$ cat src/rtl/pipe_hazard_ctrl.sv
// Pipeline sequencer for the 8-bit core: decodes IF/ID and drives the ID/EX controls,
// the PC/IF-ID enables, flush/bubble signals, EX-to-ID forwarding and stall/flush counters.
module pipe_hazard_ctrl #(
   parameter int unsigned MUL_LAT   = 3,
   parameter int unsigned FLUSH_CYC = 1,
   parameter int unsigned CNT_W     = 16
) (
   input  logic             clk,
   input  logic             reset,
   input  logic             id_valid,
   input  logic [7:0]       id_inst,
   input  logic [2:0]       ex_rd,
   input  logic             ex_regwrite,
   output logic             pc_en,
   output logic             pc_src,
   output logic             ifid_en,
   output logic             ifid_flush,
   output logic             idex_bubble,
   output logic             ctl_regwrite,
   output logic             ctl_sel1,
   output logic             fwd_rs,
   output logic             fwd_rd,
   output logic             busy,
   output logic [CNT_W-1:0] stall_cnt,
   output logic [CNT_W-1:0] flush_cnt
);

   localparam int unsigned MCNT_W = 4;
   localparam int unsigned FCNT_W = 2;

   localparam logic [1:0] OP_MOVI = 2'b00;
   localparam logic [1:0] OP_ADD  = 2'b01;
   localparam logic [1:0] OP_MUL  = 2'b10;
   localparam logic [1:0] OP_JMP  = 2'b11;

   typedef enum logic [1:0] {RUN, MULB, JFL} state_t;

   state_t              state_q, state_d;
   logic [MCNT_W-1:0]   mcnt_q, mcnt_d;
   logic [FCNT_W-1:0]   fcnt_q, fcnt_d;
   logic                stall_inc, flush_inc;

   logic [1:0] op;
   logic [2:0] rd, rs;
   logic       reads_regs;

   assign op = id_inst[7:6];
   assign rd = id_inst[5:3];
   assign rs = id_inst[2:0];
   assign reads_regs = (op == OP_ADD) || (op == OP_MUL);

   // Forwarding is a pure read-port mux select; it never stalls the pipe.
   assign fwd_rs = reset & ex_regwrite & (ex_rd == rs) & id_valid & reads_regs;
   assign fwd_rd = reset & ex_regwrite & (ex_rd == rd) & id_valid & reads_regs;

   // Next-state and control decode.
   always_comb begin
      state_d      = state_q;
      mcnt_d       = mcnt_q;
      fcnt_d       = fcnt_q;
      pc_en        = 1'b0;
      pc_src       = 1'b1;
      ifid_en      = 1'b0;
      ifid_flush   = 1'b0;
      idex_bubble  = 1'b0;
      ctl_regwrite = 1'b0;
      ctl_sel1     = 1'b0;
      busy         = 1'b0;
      stall_inc    = 1'b0;
      flush_inc    = 1'b0;
      if (!reset) begin
         ifid_flush  = 1'b1;
         idex_bubble = 1'b1;
      end else begin
         case (state_q)
            RUN: begin
               pc_en   = 1'b1;
               ifid_en = 1'b1;
               if (!id_valid) begin
                  idex_bubble = 1'b1;
               end else begin
                  case (op)
                     OP_MOVI: ctl_regwrite = 1'b1;
                     OP_ADD: begin
                        ctl_regwrite = 1'b1;
                        ctl_sel1     = 1'b1;
                     end
                     OP_MUL: begin
                        ctl_regwrite = 1'b1;
                        ctl_sel1     = 1'b1;
                        if (MUL_LAT > 1) begin
                           state_d = MULB;
                           mcnt_d  = MCNT_W'(MUL_LAT - 1);
                        end
                     end
                     OP_JMP: begin
                        pc_src     = 1'b0;
                        ifid_flush = 1'b1;
                        flush_inc  = 1'b1;
                        if (FLUSH_CYC > 1) begin
                           state_d = JFL;
                           fcnt_d  = FCNT_W'(FLUSH_CYC - 1);
                        end
                     end
                     default: ;
                  endcase
               end
            end
            MULB: begin
               idex_bubble = 1'b1;
               busy        = 1'b1;
               stall_inc   = 1'b1;
               mcnt_d      = mcnt_q - MCNT_W'(1);
               if (mcnt_q <= MCNT_W'(1)) state_d = RUN;
            end
            JFL: begin
               pc_en       = 1'b1;
               ifid_en     = 1'b1;
               ifid_flush  = 1'b1;
               idex_bubble = 1'b1;
               flush_inc   = 1'b1;
               fcnt_d      = fcnt_q - FCNT_W'(1);
               if (fcnt_q <= FCNT_W'(1)) state_d = RUN;
            end
            default: state_d = RUN;
         endcase
      end
   end

   // State and saturating performance counters.
   always_ff @(posedge clk or negedge reset) begin
      if (!reset) begin
         state_q   <= RUN;
         mcnt_q    <= '0;
         fcnt_q    <= '0;
         stall_cnt <= '0;
         flush_cnt <= '0;
      end else begin
         state_q <= state_d;
         mcnt_q  <= mcnt_d;
         fcnt_q  <= fcnt_d;
         if (stall_inc && (stall_cnt != {CNT_W{1'b1}})) stall_cnt <= stall_cnt + CNT_W'(1);
         if (flush_inc && (flush_cnt != {CNT_W{1'b1}})) flush_cnt <= flush_cnt + CNT_W'(1);
      end
   end

endmodule
$ cat config.mk
export PLATFORM = sky130hd
export DESIGN_NAME = pipe_hazard_ctrl
export DESIGN_NICKNAME = d
export VERILOG_FILES = /design/src/rtl/pipe_hazard_ctrl.sv
export SDC_FILE = /design/constraint.sdc
export NUM_CORES = 1
export LEC_CHECK = 0
export ABC_AREA = 1
export BUFFER_PORTS_ARGS = -buffer_cell sky130_fd_sc_hd__buf_2
export CAP_MARGIN = 15
export CORE_MARGIN = 2
export CORE_UTILIZATION = 50
export DETAILED_ROUTE_END_ITERATION = 12
export PLACE_DENSITY = 0.8
export SLEW_MARGIN = 0
export SYNTH_ARGS = -nofsm -noshare
export SYNTH_HDL_FRONTEND = slang
export SYNTH_SLANG_ARGS = --single-unit
$ cat constraint.sdc
create_clock -name clk -period 3.24 [get_ports clk]
set_input_delay 0.648 -clock clk [delete_from_list [all_inputs] [get_ports clk]]
set_output_delay 0.648 -clock clk [all_outputs]
set_load 0.05 [all_outputs]
* Word level (Yosys, flattened, before mapping)
Cells that the tools add are included.
Cells by class: muxes and demuxes 32, order comparisons 2, eq/ne operators 13, reductions and logical operators 13, bitwise gates (word level) 7, $add $sub $neg 4
Operators with widths (number):
- 16-bit by 1-bit adder with 16-bit output (second input constant) | 2
- 16-bit != test (second input constant) | 2
- 1-bit 2-to-1 mux | 22
- 2-bit 2-to-1 mux | 4
- 4-bit 2-to-1 mux | 2
- 2-bit != test (second input constant) | 4
- 4-bit one-hot mux with 2 select lines | 1
- 1-bit bitwise AND | 7
- 2-bit equality test (second input constant) | 3
- 3-bit equality test | 2
- 2-bit one-hot mux with 3 select lines | 1
- 2-bit OR reduction | 3
- 5-bit AND reduction | 1
- 2-bit by 1-bit equality test with 1-bit output (second input constant) | 2
- 4-bit by 1-bit less-or-equal comparator with 1-bit output (second input constant) | 1
- 2-bit zero test | 2
- 1-bit one-hot mux with 2 select lines | 2
- 4-bit AND reduction | 1
- 4-bit by 1-bit subtractor with 4-bit output (second input constant) | 1
- 3-bit OR reduction | 1
- 2-bit by 1-bit less-or-equal comparator with 1-bit output (second input constant) | 1
- 1-bit logical AND | 2
- 2-bit AND reduction | 1
- 2-bit nonzero test | 1
- 2 further kinds | 2
Word-level totals: output and inout bits 42, input port bits 15, logic and storage cells 76, flip-flop bits (word level) 40

* Logic depth before layout (Yosys ltp)
word-level depth 6, mapped depth 9, gate-level depth less buffers 9

* Worst setup path after synthesis
No wires, ideal clock.
kind input port to output port, start input port id_inst[6], end output port fwd_rd, required time 2.592 ns, path buffers 0, data arrival time 2.663 ns, stages on the path 5, setup slack -0.071 ns, cell sequence inv_1 ha_1 inv_1 nand4_1 nor4_1
Between the ends: cells in the longest elaborated chain, start to end 3, elaborated cells between the ends (all ways) 4, classes of those cells eq/ne: 2; bitwise: 1; reduce/logical: 1
RTL lines:
- start: declaration | RTL line 11 | input logic [7:0] id_inst,
- 2-bit by 1-bit equality test with 1-bit output / 2-bit equality test (equally long branches) | RTL line 50 | assign reads_regs = (op == OP_ADD) || (op == OP_MUL);
- 1-bit logical OR (*) | RTL line 50
- 1-bit bitwise AND (*) | RTL line 54 | assign fwd_rd = reset & ex_regwrite & (ex_rd == rd) & id_valid & reads_regs;
- end: declaration | RTL line 22 | output logic fwd_rd,
Every way passes the cells marked *; elsewhere a longest branch is shown, timed or not.

* Final worst setup path
Ends and elaborated chain as after synthesis.

==> results.json <==
{
  "rsz0062_at_grt": "false",
  "ys_seq_area_frac": 0.379,
  "wire_per_inst_um": 11.4,
  "synth_cell_types": 27,
  "maxCapViolCount": 0,
  "path_max_fanout": 3,
  "viasPerCell": 4.98,
  "route.vias.total": 2337,
  "critPathKind": "in2out",
  "grtUsageMet2": 0.346,
  "worstMarginPinSlew_ns": 0.521,
  "grt_max_degree": 23,
  "syn_area_per_cell_um2": 7.17,
  "yosysWarningCount": 0,
  "rows": 25,
  "slew_headroom": 0.652,
  "final_area_um2": 2870,
  "first_pass_iters": 4,
  "initial_utilization": 0.517,
  "diodes": 0,
  "die_width_um": 73.9,
  "cts_tree": "done",
  "hold_class": "in2async",
  "drc": 0,
  "root_buffer": "clkbuf_8",
  "io_pins": 57,
  "die_area_um2": 5460,
  "skew_ns": 0.00755,
  "synth_top_area_cell": "dfrtp_1",
  "grt_pass1_vias": 2016,
  "synth_nets": 363,
  "cp_slowest_stage_delay_ns": 0.32,
  "cts.path.max_buffers": 2,
  "worst_slack_ns": 0.694,
  "cts_buffers": 5,
  "postPlaceCellArea_um2": 2770,
  "clk_latency_ns": 0.29,
  "grt_antenna_before_repair": 0,
  "routabilityCongestion": 0.821,
  "yosys_register_bits": 37,
  "ir_drop_mv": 0.352,
  "cts_hold_buf": 0,
  "slew_viol_final": 0,
  "global_route.usage.met3": 0.0466,
  "clk_pin_slew_ns": 0.07,
  "period_share": 0.786,
  "clkSinkCount": 37,
  "gr-usage-all-layers": 0.214,
  "syn-cell-area_um2": 2440,
  "whs_ns": 0.389,
  "status": "finished clean",
  "postCtsSetupBuffers": 0,
  "setup.worst_path.end_class": "output pin",
  "core_area_um2": 4720,
  "grt_use_met1": 0.282,
  "crit_chain": "buf_2 -> inv_1 -> ha_1 -> inv_1 -> nand4_1 -> nor4_1 -> buf_2",
  "finalWirelength_um": 5360,
  "ant_nets": 0,
  "leakage_nw": 1.44,
  "hpwlAfterDp_um": 4040,
  "ctsResizeCount": 0,
  "die_h_um": 73.9,
  "synthTopCellsByArea": "dfrtp_1 38%, nand2_1 20%, inv_1 5.2%",
  "drt_iter0_markers": 87,
  "area_delta_synth_final_pct": 17.5,
  "yosysTopAreaCellShare": 0.379,
  "dp_slack_ns": 0.728,
  "cts-htree-levels": 2,
  "p_per_area_nw_per_um2": 545,
  "dpl.cell_count": 461,
  "hold_viol_final": 0,
  "crit_arrival_ns": 1.90,
  "post-route-min-period_ns": 2.55,
  "layout-drive-gt1-share": 0.221,
  "utilization": 0.608,
  "io_buffers": 56,
  "final_nets": 423,
  "fmax_ghz": 0.393,
  "grt_pass1_wl_um": 8990,
  "crit_required_ns": 2.59,
  "layoutNonFillerInstCount": 469,
  "cp-start-kind": "input pin",
  "fin_tns_setup_ns": 0,
  "cp_slowest_cell": "nor4_1",
  "finalPower_mw": 1.56,
  "syn_inst": 341,
  "top_usage_layer": "met2",
  "grt-ovfl-total": 0,
  "setup_viol": 0
}
-- kinds of logic (layout without fill, tap and decap cells) --
kind of cell / Yosys count / after routing / synth area share
xor+xnor: 20 / 20 / 0.0717
compound gates: 23 / 23 / 0.0599
flops: 37 / 37 / 0.379
buf+inv: 43 / 104 / 0.0799
simple gates: 211 / 211 / 0.374
fa+ha+maj: 7 / 7 / 0.0358
-- per-layer routing --
metal	up-vias	wire length (um)
met2	55	2610
met4	0	55
met5	-	0
li1	1194	-
met1	1084	2490
met3	4	213
-- synth_stat cells --
library cell / instances
nand2_1: 132
dfrtp_1: 37
inv_1: 34
nor2_1: 33
o21ai_0: 16
nand3_1: 13
xnor2_1: 13
nand4_1: 11
nand2_2: 9
ha_1: 7
xor2_1: 7
nor2_2: 5
buf_6: 4
inv_2: 3
a21oi_1: 2
nand3_2: 2
nor4_1: 2
o21ai_4: 2
buf_4: 1
clkinv_1: 1
nand3b_1: 1
nor2_4: 1
nor3_1: 1
nor3_4: 1
o211ai_1: 1
o221ai_1: 1
o31ai_1: 1
-- state kept, by name, indices dropped and copies added (netlist names) --
| signal | cells |
|---|---|
| stall_cnt | 16 |
| flush_cnt | 16 |
| state_q | 1 |
| mcnt_q | 4 |
-- critical path: cells and delay by family --
kind | cells | cell delay [ns]
adder cells (fa/ha/maj) | 1 | 0.30
AND/OR/NAND/NOR | 2 | 0.41
buffers and inverters | 4 | 0.53
-- where the power goes --
group          switching, mW  leakage [nW]  internal [mW]
clock network          0.162        0.0542          0.192
registers             0.0920         0.494          0.538
logic                  0.425         0.896          0.154
-- final timing paths --
kind	startpoint	endpoint	slack, ns	cells after the start
worst min register to register	mcnt_q[3]$_DFFE_PN0P_	mcnt_q[3]$_DFFE_PN0P_	0.55	2
worst max register to register	stall_cnt[0]$_DFFE_PN0P_	stall_cnt[15]$_DFFE_PN0P_	1.31	8
worst max-delay path	id_inst[6]	fwd_rd	0.69	7
max in group asynchronous	reset	flush_cnt[1]$_DFFE_PN0P_	2.59	2
worst min-delay path	reset	stall_cnt[10]$_DFFE_PN0P_	0.39	2
min in group clk	mcnt_q[3]$_DFFE_PN0P_	mcnt_q[3]$_DFFE_PN0P_	0.55	2
-- cells in the final DEF (no fill, tap or decap) --
cell,count
a21oi_1,2
buf_2,56
buf_4,2
clkbuf_8,7
clkinv_1,1
clkinv_2,1
dfrtp_1,37
ha_1,7
inv_1,34
inv_2,3
nand2_1,132
nand2_2,9
nand3_1,13
nand3_2,2
nand3b_1,1
nand4_1,11
nor2_1,33
nor2_2,5
nor2_4,1
nor3_1,1
nor3_4,1
nor4_1,2
o211ai_1,1
o21ai_0,16
o21ai_4,2
o221ai_1,1
o31ai_1,1
xnor2_1,13
xor2_1,7
-- area by class of cell --
class                      instances  area, um2
multi-input combinational        261       1320
inverter                          38        143
clock buffer                       7       96.3
fill                             419       1850
tap                               67       83.8
clock inverter                     1       5.00
timing repair buffer              58        295
sequential                        37        926
Note: power is estimated with default switching activity, not from simulation.
